==> config.mk <==
export PLATFORM = sky130hd
export DESIGN_NAME = seg7_serial_rx
export DESIGN_NICKNAME = d
export VERILOG_FILES = /design/src/rtl/seg7_serial_rx.sv
export SDC_FILE = /design/constraint.sdc
export NUM_CORES = 1
export LEC_CHECK = 0
export ABC_CLOCK_PERIOD_IN_PS = 1900
export CAP_MARGIN = 30
export CORE_ASPECT_RATIO = 0.7
export CORE_MARGIN = 1.5
export CORE_UTILIZATION = 53
export DETAILED_ROUTE_END_ITERATION = 10
export PLACE_DENSITY = 0.76
export SYNTH_ARGS = -nofsm -noshare
export SYNTH_HDL_FRONTEND = slang
export SYNTH_SLANG_ARGS = --single-unit
==> constraint.sdc <==
create_clock -name clk -period 1.9 [get_ports clk]
set_input_delay 0.38 -clock clk [delete_from_list [all_inputs] [get_ports clk]]
set_output_delay 0.38 -clock clk [all_outputs]
set_load 0.05 [all_outputs]
==> src/rtl/seg7_serial_rx.sv <==
// seg7_serial_rx
// Receives the 16-bit serial frames sent to a 4-digit + colon 7-segment display.
// It recovers the hex digit and colon values that produced each frame.
// Frame layout, MSB first: {segment byte (active low DP,g..a), enable byte {colon_sel,3'b000,dig_en[3:0]}}.
//
// Ports:
//   clk, reset        system clock and synchronous active-high reset
//   sclk, load, sdata display link pins; each is synchronized here
//   digit0..digit3    last decoded value per digit (digit0 = least significant)
//   colon             last colon code (00 colon, 01 decimal point, 11 none)
//   frame_valid       one-cycle pulse when a good frame updates an output
//   frame_err         one-cycle pulse on any rejected frame
//   scan_done         one-cycle pulse when all 5 slots have been refreshed
module seg7_serial_rx #(
    parameter int SYNC_STAGES = 2,
    parameter int TIMEOUT     = 255
) (
    input  logic       clk,
    input  logic       reset,
    input  logic       sclk,
    input  logic       load,
    input  logic       sdata,
    output logic [3:0] digit0,
    output logic [3:0] digit1,
    output logic [3:0] digit2,
    output logic [3:0] digit3,
    output logic [1:0] colon,
    output logic       frame_valid,
    output logic       frame_err,
    output logic       scan_done
);

    localparam logic [1:0] ST_WAIT_IDLE = 2'd0;
    localparam logic [1:0] ST_IDLE      = 2'd1;
    localparam logic [1:0] ST_SHIFT     = 2'd2;
    localparam logic [1:0] ST_DECODE    = 2'd3;

    localparam logic [15:0] TO_LAST = 16'(TIMEOUT - 1);

    // All three pins go through the same chain, so sdata stays aligned with sclk.
    // Bit order inside each stage: {sclk, load, sdata}.
    genvar gi;
    generate
        for (gi = 0; gi < SYNC_STAGES; gi++) begin : g_sync
            logic [2:0] q;
            if (gi == 0) begin : g_first
                always_ff @(posedge clk) begin
                    if (reset) q <= 3'b000;
                    else       q <= {sclk, load, sdata};
                end
            end else begin : g_next
                always_ff @(posedge clk) begin
                    if (reset) q <= 3'b000;
                    else       q <= g_sync[gi-1].q;
                end
            end
        end
    endgenerate

    logic [2:0] sync_out;
    assign sync_out = g_sync[SYNC_STAGES-1].q;

    // Registered edge flags. sdata_d_reg holds the data that sits beside an sclk rise.
    logic sclk_prev_reg, load_prev_reg, load_lvl_reg;
    logic sclk_rise_reg, load_rise_reg, load_fall_reg, sdata_d_reg;

    always_ff @(posedge clk) begin
        if (reset) begin
            sclk_prev_reg <= 1'b0;
            load_prev_reg <= 1'b0;
            load_lvl_reg  <= 1'b0;
            sclk_rise_reg <= 1'b0;
            load_rise_reg <= 1'b0;
            load_fall_reg <= 1'b0;
            sdata_d_reg   <= 1'b0;
        end else begin
            sclk_prev_reg <= sync_out[2];
            load_prev_reg <= sync_out[1];
            load_lvl_reg  <= sync_out[1];
            sclk_rise_reg <= sync_out[2] & ~sclk_prev_reg;
            load_rise_reg <= sync_out[1] & ~load_prev_reg;
            load_fall_reg <= ~sync_out[1] & load_prev_reg;
            sdata_d_reg   <= sync_out[0];
        end
    end

    // Returns {known, value}. Code 03 maps to 6 only; B is never reported.
    function automatic logic [4:0] decode_seg(input logic [6:0] s);
        case (s)
            7'h40: decode_seg = 5'h10;
            7'h79: decode_seg = 5'h11;
            7'h24: decode_seg = 5'h12;
            7'h30: decode_seg = 5'h13;
            7'h19: decode_seg = 5'h14;
            7'h12: decode_seg = 5'h15;
            7'h03: decode_seg = 5'h16;
            7'h78: decode_seg = 5'h17;
            7'h00: decode_seg = 5'h18;
            7'h18: decode_seg = 5'h19;
            7'h08: decode_seg = 5'h1A;
            7'h27: decode_seg = 5'h1C;
            7'h21: decode_seg = 5'h1D;
            7'h06: decode_seg = 5'h1E;
            7'h0E: decode_seg = 5'h1F;
            default: decode_seg = 5'h00;
        endcase
    endfunction

    logic [1:0]  state_reg, state_next;
    logic [4:0]  count_reg, count_next;
    logic [15:0] shift_reg, shift_next;
    logic [15:0] tcnt_reg, tcnt_next;
    logic [4:0]  mask_reg, mask_next;
    logic [3:0]  digit_reg [4];
    logic [3:0]  digit_next [4];
    logic [1:0]  colon_reg, colon_next;
    logic        valid_next, err_next, done_next;

    // Decode-stage helpers. sel5 = {colon_sel, dig_en[3:0]}, and it must be one-hot.
    logic [7:0] seg_byte, en_byte;
    logic [4:0] sel5, mask_or;
    logic [4:0] dec;
    logic       en_ok, frame_ok;

    assign seg_byte = shift_reg[15:8];
    assign en_byte  = shift_reg[7:0];
    assign sel5     = {en_byte[7], en_byte[3:0]};
    assign en_ok    = (sel5 != 5'd0) && ((sel5 & (sel5 - 5'd1)) == 5'd0) && (en_byte[6:4] == 3'b000);
    assign dec      = decode_seg(seg_byte[6:0]);
    assign frame_ok = en_ok && (en_byte[7] ? (seg_byte[7:2] == 6'd0) : dec[4]);
    assign mask_or  = mask_reg | sel5;

    always_comb begin
        state_next = state_reg;
        count_next = count_reg;
        shift_next = shift_reg;
        tcnt_next  = tcnt_reg;
        mask_next  = mask_reg;
        colon_next = colon_reg;
        valid_next = 1'b0;
        err_next   = 1'b0;
        done_next  = 1'b0;
        for (int n = 0; n < 4; n++) digit_next[n] = digit_reg[n];

        case (state_reg)
            ST_WAIT_IDLE: begin
                if (load_lvl_reg) state_next = ST_IDLE;
            end
            ST_IDLE: begin
                if (load_fall_reg) begin
                    count_next = 5'd0;
                    tcnt_next  = 16'd0;
                    state_next = ST_SHIFT;
                end
            end
            ST_SHIFT: begin
                // A bit arriving in the same cycle as the load rise counts toward the length.
                if (sclk_rise_reg) begin
                    shift_next = {shift_reg[14:0], sdata_d_reg};
                    count_next = (count_reg == 5'd17) ? 5'd17 : count_reg + 5'd1;
                    tcnt_next  = 16'd0;
                end else begin
                    tcnt_next  = tcnt_reg + 16'd1;
                end
                if (load_rise_reg) begin
                    if (count_next == 5'd16) begin
                        state_next = ST_DECODE;
                    end else begin
                        err_next   = 1'b1;
                        state_next = ST_IDLE;
                    end
                end else if (!sclk_rise_reg && tcnt_reg == TO_LAST) begin
                    err_next   = 1'b1;
                    state_next = ST_WAIT_IDLE;
                end
            end
            default: begin // ST_DECODE
                state_next = ST_IDLE;
                if (frame_ok) begin
                    valid_next = 1'b1;
                    if (en_byte[7]) colon_next = seg_byte[1:0];
                    for (int n = 0; n < 4; n++)
                        if (en_byte[n]) digit_next[n] = dec[3:0];
                    if (mask_or == 5'h1F) begin
                        done_next = 1'b1;
                        mask_next = 5'd0;
                    end else begin
                        mask_next = mask_or;
                    end
                end else begin
                    err_next = 1'b1;
                end
            end
        endcase
    end

    always_ff @(posedge clk) begin
        if (reset) begin
            state_reg   <= ST_WAIT_IDLE;
            count_reg   <= 5'd0;
            shift_reg   <= 16'd0;
            tcnt_reg    <= 16'd0;
            mask_reg    <= 5'd0;
            colon_reg   <= 2'b11;
            frame_valid <= 1'b0;
            frame_err   <= 1'b0;
            scan_done   <= 1'b0;
            for (int n = 0; n < 4; n++) digit_reg[n] <= 4'd0;
        end else begin
            state_reg   <= state_next;
            count_reg   <= count_next;
            shift_reg   <= shift_next;
            tcnt_reg    <= tcnt_next;
            mask_reg    <= mask_next;
            colon_reg   <= colon_next;
            frame_valid <= valid_next;
            frame_err   <= err_next;
            scan_done   <= done_next;
            for (int n = 0; n < 4; n++) digit_reg[n] <= digit_next[n];
        end
    end

    assign digit0 = digit_reg[0];
    assign digit1 = digit_reg[1];
    assign digit2 = digit_reg[2];
    assign digit3 = digit_reg[3];
    assign colon  = colon_reg;

endmodule

==> key figures, run 1 <==
CTS
  • Clk pin slew, worst setup/hold paths: 80 ps
  • Root Driver: clkbuf_8
  • CTS Hold Bufs: 0
  • Clock Sinks: 77
  • CTS tree: yes
  • H-Tree Depth: 3
  • Number of CTS-inserted buffers: 9
  • Worst-Skew Late Latency: 360 ps
  • Bufs on Longest Clock Path: 2

Setup path
  • Type of element capturing the critical path: register
  • CP delay by family, top: simple AND/OR/NAND/NOR gates
  • Worst Path Max Fanout: 7
  • Data arrival, critical path: 2270 ps
  • Setup CP Type: reg2reg
  • WP data required: 2190 ps
  • Critical path startpoint category: register
  • R2R Setup Slk: -90 ps
  • R2r endpoint: digit_reg[3][1]$_SDFFE_PP0P_
  • Worst Path Buf+Inv: 1
  • Worst path cell trace: inv_2, or4_4, a221oi_4, and2_4, and3_4, mux2i_1
  • Max incr delay on CP: 520 ps
  • Critical-path top delay cell: or4_4
  • FF-to-FF path depth: 6
  • FF-to-FF Start: shift_reg[0]$_SDFFE_PP0P_

Routing
  • Routed len/inst: 15.7 um
  • Final antenna-violating net count: 0
  • Via density per instance: 5.58
  • DRC viols: 0
  • 1st-pass router iterations: 6
  • Iter 0 DRT Violations: 306
  • Post-Route WL: 9.30 mm
  • Total number of vias: 3315

GRT
  • M3 GR Usage: 6.32%
  • Grt met2 use: 40.0%
  • Most used routing layer: met2
  • Tot GR Track Use: 26.3%
  • Global-route track usage on met1: 37.3%
  • Number of global-route vias before repair: 3109
  • Initial antenna violation count: 0
  • First-pass GRT wire length: 15.1 mm
  • Largest net degree at the start of global routing: 27
  • Total grt overflow: 0

Yosys
  • Post-synth net total: 435
  • Number of synthesized register bits: 77
  • Cells after Synth: 421
  • Cell variety after synth: 64
  • Cell area after synthesis: 3690 um^2
  • Post-synth EDFFs: 0
  • Commonest register cell after synthesis: dfxtp_1
  • Post-synthesis area per instance: 8.78 um^2
  • Syn. warnings: 0
  • Register area share after synthesis: 41.7%
  • FFs w/ async S/R, synth: 0%

STA
  • Relative slew slack: 65.2%
  • Final min period: 1990 ps
  • Worst Tran Pin Value: 520 ps
  • Final Hold Vio Count: 0
  • Fin. max-slew vios: 0
  • RSZ-0062 raised after global routing: yes
  • Final setup viols: 23
  • Slack of the critical path: -85.5 ps
  • Final period util: 104%
  • Fmax: 0.504 GHz
  • Hold Slack: 384 ps
  • Fin Clk Skew: 12.6 ps

Placement
  • RD Place Congestion: 0.874
  • Port Buf Inserts: 25
  • Placed cells: 567
  • DP HPWL: 6.31 mm

Power
  • Switching Share: 23.1%
  • Cell Int Power: 2430 uW
  • Reg power frac: 51.5%
  • Power, Total: 3160 uW
  • Comb pwr share: 4.6%
  • LEAKAGE: 0.00208 uW
  • Clock power share: 43.9%
  • Pwr/cell area: 652 nW/um^2
  • Net Sw Power: 729 uW
  • Worst vdd ir: 517 uV

Floorplanning
  • Die W: 103 um
  • Starting density of the core: 54.7%
  • Core area: 6760 um^2
  • Die height: 72.9 um
  • I/O pin count: 26
  • Die footprint: 7490 um^2
  • Row cnt: 25

Run status
  • Failing checks: negative setup slack
  • Outcome: complete, but fails checks

Cells and area
  • Total inserted antenna cells: 0
  • Post-Route Utilization: 71.8%
  • Area Overhead vs Synth: 31.3%
  • Layout cells sized above 1: 26.0%
  • Finished Layout Cells: 594
  • Filler Cells Inserted: 516
  • Nets: 509

Flow run
  • Max cap viols: 0

Hold path
  • HP Class: reg2reg
  • Hold path start: sclk_prev_reg$_SDFF_PP0_
  • Hold Path Sink: sclk_rise_reg$_SDFF_PP0_
  • Worst Hold Depth: 1
==> synthesized netlist by cell type (all sizes together), types with 6 or more instances <==
master | count | area share [%]
nor3 | 6 | 0.81
ha | 9 | 3.0
xor2 | 10 | 2.4
nand2 | 52 | 5.3
dfxtp | 77 | 42
o21ai | 7 | 0.95
nand3 | 10 | 1.6
nand2b | 19 | 3.2
nor2 | 29 | 2.9
and3 | 8 | 1.7
nor4 | 8 | 1.5
inv | 10 | 1.0
a21oi | 28 | 3.8
nand4 | 8 | 1.4
buf | 11 | 2.3
nor2b | 16 | 2.7
clkbuf | 19 | 2.0
mux2i | 17 | 4.6
==> power by group through the flow <==
stage                     sequential [uW]  combinational (uW)  clock, uW
after floorplan                      1670                82.6          0
after global placement               1670                 133          0
after detailed placement             1670                 136          0
after CTS                            1630                 137       1410
after global routing                 1630                 158       1480
final                                1630                 146       1390
==> how the worst max path moves through the flow <==
stage / startpoint / endpoint / slack (ps) / depth (start not counted)
finish: shift_reg[0]$_SDFFE_PP0P_ / digit_reg[3][1]$_SDFFE_PP0P_ / -90 / 6
global route: shift_reg[9]$_SDFFE_PP0P_ / digit_reg[2][1]$_SDFFE_PP0P_ / -170 / 7
CTS: shift_reg[14]$_SDFFE_PP0P_ / digit_reg[3][1]$_SDFFE_PP0P_ / -80 / 7
detailed placement: shift_reg[11]$_SDFFE_PP0P_ / digit_reg[3][3]$_SDFFE_PP0P_ / -370 / 7
global placement: shift_reg[12]$_SDFFE_PP0P_ / frame_err$_SDFF_PP0_ / -350 / 6
floorplan: shift_reg[11]$_SDFFE_PP0P_ / mask_reg[2]$_SDFFE_PP0P_ / -150 / 10
==> kinds of logic (layout without fill, tap and decap cells) <==
family / Yosys count / in the layout / share of synthesized area (%)
AND/OR/NAND/NOR: 187 / 187 / 27.8
flip-flops: 77 / 77 / 41.7
AO/OA/AOI/OAI: 75 / 75 / 13.7
buffers and inverters: 40 / 119 / 5.28
multiplexers: 18 / 18 / 4.91
XOR/XNOR: 15 / 15 / 3.56
adder cells (fa/ha/maj): 9 / 9 / 3.05
==> cell usage in the layout, fill, tap and decap left out, types with 4 or more instances in the layout <==
cell type | Yosys | routed
clkdlybuf4s50_1 | 0 | 5
dfxtp_4 | 0 | 6
xnor2_1 | 5 | 4
buf_4 | 0 | 61
nor2b_1 | 16 | 16
inv_1 | 9 | 8
ha_1 | 9 | 8
a31oi_1 | 4 | 4
nand2_1 | 52 | 52
dlymetal6s2s_1 | 0 | 11
dfxtp_2 | 0 | 4
nand3_1 | 8 | 6
clkbuf_8 | 0 | 9
dlygate4sd2_1 | 0 | 8
mux2i_1 | 17 | 17
dfxtp_1 | 77 | 67
or3_1 | 4 | 4
nor4_1 | 7 | 6
buf_6 | 5 | 6
o21ai_0 | 7 | 6
o21a_1 | 5 | 5
nand2b_1 | 19 | 18
nor2_1 | 29 | 28
xor2_1 | 10 | 10
nor3_1 | 6 | 5
a21oi_1 | 28 | 28
nand4_1 | 8 | 8
==> repair_timing <==
| item | in CTS | in global routing |
|---|---|---|
| endpoints found under the setup margin | 34 | 43 |
| setup buffers | 10 | 1 |
| pin swaps | 15 | 5 |
| resized for setup | 47 | 29 |
==> per-stage QoR <==
stage          instance area [um^2]  worst slack, ps  TNS [ps]
2_1_floorplan                  3710             -154     -2110
3_3_place_gp                   4340             -348     -6810
3_5_place_dp                   4340             -374     -7980
4_1_cts                        4750            -76.7      -894
5_1_grt                        4850             -175     -3170
6_report                       4850            -85.5     -1250
==> final cells by class <==
class	count	area [um^2]	area share [%]
flip-flops and latches	77	1570	32.3
clock inverters	6	93.8	1.93
inverters	10	37.5	0.774
repair buffers	93	808	16.7
clock buffers	10	128	2.63
well taps	94	118	2.42
multi-input cells	304	2100	43.2
==> metal layers <==
metal	up-vias	share of wire, %
met1	1587	48
met5	-	0
met2	91	46
met4	0	1.0
li1	1628	-
met3	9	5.3
Note: power is estimated with default switching activity, not from simulation.
==> run 2: changes to the inputs <==
Settings changed: CELL_PAD_IN_SITES_DETAIL_PLACEMENT set to 0, CELL_PAD_IN_SITES_GLOBAL_PLACEMENT set to 1, CORE_UTILIZATION 53 to 40, PLACE_DENSITY 0.76 to not set, PLACE_DENSITY_LB_ADDON set to 0.1, SLEW_MARGIN set to 10.
==> run 2 against run 1 <==
Net effect:
- the run still ends with negative setup slack left
- fmax decreased by 2.5%
- non-clock buffer count up 7
- cell count rose by 6.1%
- clock skew down 6.0 ps
- via count down 0.39%
- first-iteration DRC count shrank 51%
- critical path type unchanged
- critical endpoint is now frame_err$_SDFF_PP0_
==> key figures, run 2 (same netlist as run 1, synthesis figures left out) <==
STA
  • Relative slew slack: 65.4%
  • Final setup viols: 23
  • Final min period: 2040 ps
  • Fmax: 0.491 GHz
  • Fin Clk Skew: 6.59 ps
  • Slack of the critical path: -136 ps
  • Fin. max-slew vios: 0
  • RSZ-0062 raised after global routing: yes
  • Final Hold Vio Count: 0
  • Final period util: 107%
  • Worst Tran Pin Value: 517 ps

Power
  • Cell Int Power: 2830 uW
  • LEAKAGE: 0.00207 uW
  • Comb pwr share: 3.9%
  • Worst vdd ir: 550 uV
  • Net Sw Power: 755 uW
  • Clock power share: 50.6%
  • Switching Share: 21.1%
  • Reg power frac: 45.4%
  • Pwr/cell area: 718 nW/um^2

Routing
  • Total number of vias: 3302
  • Final antenna-violating net count: 0
  • Iter 0 DRT Violations: 150
  • DRC viols: 0
  • Routed len/inst: 15.0 um
  • Post-Route WL: 9.45 mm
  • Via density per instance: 5.24
  • 1st-pass router iterations: 5

Cells and area
  • Most common cell after layout, fill and taps aside: buf_4
  • Area Overhead vs Synth: 35.0%
  • Post-Route Utilization: 55.4%
  • Layout cells sized above 1: 26.3%
  • Final cell area excluding filler cells: 4990 um^2
  • Most frequent cells in the layout: buf_4 (69), dfxtp_1 (66), nand2_1 (52)
  • Nets: 516
  • Total inserted antenna cells: 0

Setup path
  • Critical path startpoint category: register
  • Data arrival, critical path: 2270 ps
  • Worst Path Max Fanout: 8
  • Setup CP Type: reg2reg
  • WP data required: 2140 ps
  • Type of element capturing the critical path: register

CTS
  • Clk pin slew, worst setup/hold paths: 60 ps
  • CTS tree: yes
  • H-Tree Depth: 3
  • Clock Sinks: 77
  • Root Driver: clkbuf_16
  • Worst-Skew Late Latency: 330 ps
  • Number of CTS-inserted buffers: 9
  • Bufs on Longest Clock Path: 2

Placement
  • Port Buf Inserts: 25
  • RD Place Congestion: 0.837
  • Placement Cell Area: 4410 um^2
  • DP HPWL: 6.50 mm

GRT
  • Largest net degree at the start of global routing: 24
  • Total grt overflow: 0
  • Grt met2 use: 28.3%
  • Initial antenna violation count: 0
  • M3 GR Usage: 4.74%
  • Number of global-route vias before repair: 3079
  • Most used routing layer: met1
  • First-pass GRT wire length: 15.6 mm
  • Tot GR Track Use: 19.7%
  • Global-route track usage on met1: 29.5%

Floorplanning
  • Starting density of the core: 41.1%
  • Row cnt: 29
  • Die footprint: 9830 um^2
  • Core area: 9000 um^2
  • Die W: 118 um
  • Die height: 83.4 um
  • I/O pin count: 26

Run status
  • Failing checks: negative setup slack
  • Outcome: complete, but fails checks

Hold path
  • HP Class: reg2reg

Flow run
  • Max cap viols: 0
==> run 2: power groups by stage <==
stage	sequential, uW	combinational [uW]	clock [uW]
2_1_floorplan	1670	82.6	0
3_3_place_gp	1670	136	0
3_5_place_dp	1670	137	0
4_1_cts	1630	140	1860
5_1_grt	1630	156	1930
6_report	1630	141	1810
==> run 2: routing by layer <==
layer	up-vias	share of wire [%]
li1	1642	-
met1	1574	52
met2	80	42
met3	6	5.2
met4	0	0.74
met5	-	0
==> run 2: stage by stage <==
step                TNS (ps)  cells  hold slack (ps)  power (uW)  setup WS (ps)
global placement       -9250    603              374        1810           -520
CTS                    -2020    623              389        3630           -155
global route           -4010    630              403        3720           -209
floorplan              -2110    421              367        1750           -154
detailed placement     -8820    603              382        1810           -435
finish                 -1910    630              383        3580           -136
==> run 2: worst paths after layout <==
kind,start,slack [ps],depth (start not counted),endpoint
worst min register to register,sclk_prev_reg$_SDFF_PP0_,380,1,sclk_rise_reg$_SDFF_PP0_
worst max register to register,shift_reg[12]$_SDFFE_PP0P_,-140,6,frame_err$_SDFF_PP0_
worst max-delay path,shift_reg[12]$_SDFFE_PP0P_,-140,6,frame_err$_SDFF_PP0_
worst min-delay path,sclk_prev_reg$_SDFF_PP0_,380,1,sclk_rise_reg$_SDFF_PP0_
==> run 2: area by class of cell <==
type / instances / area (um^2)
Inverter: 10 / 37.5
Fill cell: 880 / 4010
Tap cell: 124 / 155
Sequential cell: 77 / 1570
Clock buffer: 10 / 229
Multi-Input combinational cell: 304 / 2070
Clock inverter: 5 / 85.1
Timing Repair Buffer: 100 / 846
==> run 2: what timing repair did <==
item / CTS / global route
gates cloned: 0 / 0
endpoints found under the setup margin: 27 / 37
buffers inserted: 5 / 8
gates resized for setup: 33 / 28
pin swaps: 2 / 16
hold buffers: 0 / 0
==> run 2: worst max-delay path: stages (launching register included) <==
cell	delay, ps
dfxtp_4	380
nor4bb_4	170
or3b_4	230
nand3_2	80
or4_4	640
and2_4	220
o32ai_4	220
==> run 3: changes to the inputs <==
Settings changed: CORE_MARGIN 1.5 to 2.
==> run 3 against run 2 <==
Net effect:
- clock skew fell by 0.62 ps
- critical path type unchanged
- clock power is 3% higher
- wire length decreased by 2.4%
- hold slack better by 4.5 ps
- combinational power grew 3%
- largest power group unchanged
- the run still ends with negative setup slack left
- core utilization hardly changed
- final area rose by 0.48%
- worst setup slack better by 9.9 ps
- critical endpoint is now mask_reg[0]$_SDFFE_PP0P_
- total power is 1.6% higher
- register-to-register slack about the same
- global-route usage decreased by 0.55 points
==> key figures, run 3 (same netlist as run 1, synthesis figures left out) <==
Setup path
  • Worst path cell trace: buf_6, buf_6, nor3b_4, o211ai_2, nand3_2, or4_4, a31oi_4, a21boi_2
  • Critical Path Most Common Cell: buf_6
  • Worst Path Buf+Inv: 2
  • CP delay by family, top: simple AND/OR/NAND/NOR gates
  • Worst Path Max Fanout: 7
  • FF-to-FF Start: shift_reg[11]$_SDFFE_PP0P_
  • Critical path startpoint category: register
  • Setup CP Type: reg2reg
  • WP data required: 2170 ps
  • Critical-path top delay cell: or4_4
  • Data arrival, critical path: 2300 ps
  • R2r endpoint: mask_reg[0]$_SDFFE_PP0P_
  • R2R Setup Slk: -130 ps
  • Type of element capturing the critical path: register
  • Max incr delay on CP: 600 ps
  • FF-to-FF path depth: 8

CTS
  • Number of CTS-inserted buffers: 9
  • Bufs on Longest Clock Path: 2
  • Worst-Skew Late Latency: 330 ps
  • Root Driver: clkbuf_16
  • H-Tree Depth: 3
  • CTS tree: yes
  • Clk pin slew, worst setup/hold paths: 60 ps
  • Clock Sinks: 77

Hold path
  • Hold Path Sink: sclk_rise_reg$_SDFF_PP0_
  • Worst Hold Depth: 1
  • Hold path start: sclk_prev_reg$_SDFF_PP0_
  • HP Class: reg2reg

Cells and area
  • Post-Route Utilization: 55.5%
  • Nets: 515
  • Area Overhead vs Synth: 35.7%
  • Register Area: 1560 um^2
  • Total inserted antenna cells: 0
  • Filler Cells Inserted: 801
  • Layout cells sized above 1: 25.9%
  • Most common cell after layout, fill and taps aside: dfxtp_1
  • Multi-input gate area: 2090 um^2
  • Most frequent cells in the layout: dfxtp_1 (70), buf_4 (66), nand2_1 (52)

Floorplanning
  • Die W: 119 um
  • Starting density of the core: 40.9%
  • Core area: 9030 um^2
  • Row cnt: 29
  • Die footprint: 10000 um^2
  • I/O pin count: 26
  • Die height: 84.4 um

STA
  • Slack of the critical path: -126 ps
  • Final Hold Vio Count: 0
  • RSZ-0062 raised after global routing: yes
  • Fin. max-slew vios: 0
  • Final period util: 107%
  • Worst Tran Pin Value: 508 ps
  • Final min period: 2030 ps
  • Final setup viols: 23
  • Relative slew slack: 66.0%
  • Fin Clk Skew: 5.97 ps
  • Fmax: 0.493 GHz

GRT
  • Initial antenna violation count: 0
  • Largest net degree at the start of global routing: 38
  • Tot GR Track Use: 19.2%
  • Number of global-route vias before repair: 3026
  • Total grt overflow: 0
  • First-pass GRT wire length: 15.4 mm

Routing
  • Post-Route WL: 9.22 mm
  • Routed len/inst: 14.6 um
  • Final antenna-violating net count: 0
  • Iter 0 DRT Violations: 203
  • DRC viols: 0
  • Via density per instance: 5.12
  • Total number of vias: 3223
  • 1st-pass router iterations: 5

Power
  • LEAKAGE: 0.00209 uW
  • Pwr/cell area: 726 nW/um^2
  • Worst vdd ir: 540 uV

Flow run
  • Max cap viols: 0

Placement
  • Pre-CTS WS: -368 ps
  • Port Buf Inserts: 25
  • RD Place Congestion: 0.844
  • DP HPWL: 6.41 mm

Run status
  • Failing checks: negative setup slack
  • Outcome: complete, but fails checks
[run 3: cell types whose count changed in the layout (fill, tap and decap cells not counted), moves of 2 or more]
cell	before	now
a21boi_2	0	2
dfxtp_4	6	2
a21boi_1	2	0
buf_4	69	66
nor4_2	0	2
dlymetal6s2s_1	6	8
dfxtp_1	66	70
nor4_1	7	5
[run 3: layer usage]
layer  share of wire [%]  global-route usage, %  vias to the layer above
met1                  55                   29.7                     1508
met4                 1.0                   5.30                        0
met3                 4.2                   4.28                        9
met2                  40                   26.4                       63
li1                    -                      -                     1643
met5                   0                      0                        -
[run 3: final cells by class]
cell class / instances / share of cell area [%]
multi-input cells: 304 / 41.6
clock buffers: 10 / 4.57
well taps: 124 / 3.10
repair buffers: 99 / 17.1
inverters: 10 / 0.749
flip-flops and latches: 77 / 31.0
clock inverters: 6 / 1.87
[run 3: report_power, final]
group	total, uW	switching, uW	internal (uW)	leakage [uW]
clock network	1860	700	1160	0.000154
logic	145	82.3	62.7	0.00131
registers	1630	8.74	1620	0.000626
total	3640	791	2850	0.00209
[run 3: how the worst max path moves through the flow]
stage	from	end	slack (ps)	cells after the start
final	shift_reg[11]$_SDFFE_PP0P_	mask_reg[0]$_SDFFE_PP0P_	-130	8
after CTS	shift_reg[9]$_SDFFE_PP0P_	scan_done$_SDFF_PP0_	-80	7
after global placement	shift_reg[12]$_SDFFE_PP0P_	mask_reg[1]$_SDFFE_PP0P_	-310	7
after detailed placement	shift_reg[11]$_SDFFE_PP0P_	mask_reg[0]$_SDFFE_PP0P_	-370	7
after global routing	shift_reg[10]$_SDFFE_PP0P_	digit_reg[3][1]$_SDFFE_PP0P_	-210	7
after floorplan	shift_reg[11]$_SDFFE_PP0P_	mask_reg[2]$_SDFFE_PP0P_	-150	10
[run 3: what timing repair did]
action,in CTS,in global routing
pin swaps,12,16
setup buffers,3,7
resized for setup,24,29
setup endpoints to repair,26,41
hold buffers,0,0
[run 3: per-stage QoR]
stage / area [um^2] / TNS [ps] / std cells / power, uW / hold WS (ps)
6_report: 5010 / -2100 / 630 / 3640 / 387
2_1_floorplan: 3710 / -2110 / 421 / 1750 / 367
3_3_place_gp: 4430 / -6940 / 604 / 1810 / 373
5_1_grt: 5010 / -4130 / 630 / 3760 / 415
4_1_cts: 4860 / -1340 / 623 / 3670 / 394
3_5_place_dp: 4430 / -7060 / 604 / 1810 / 379
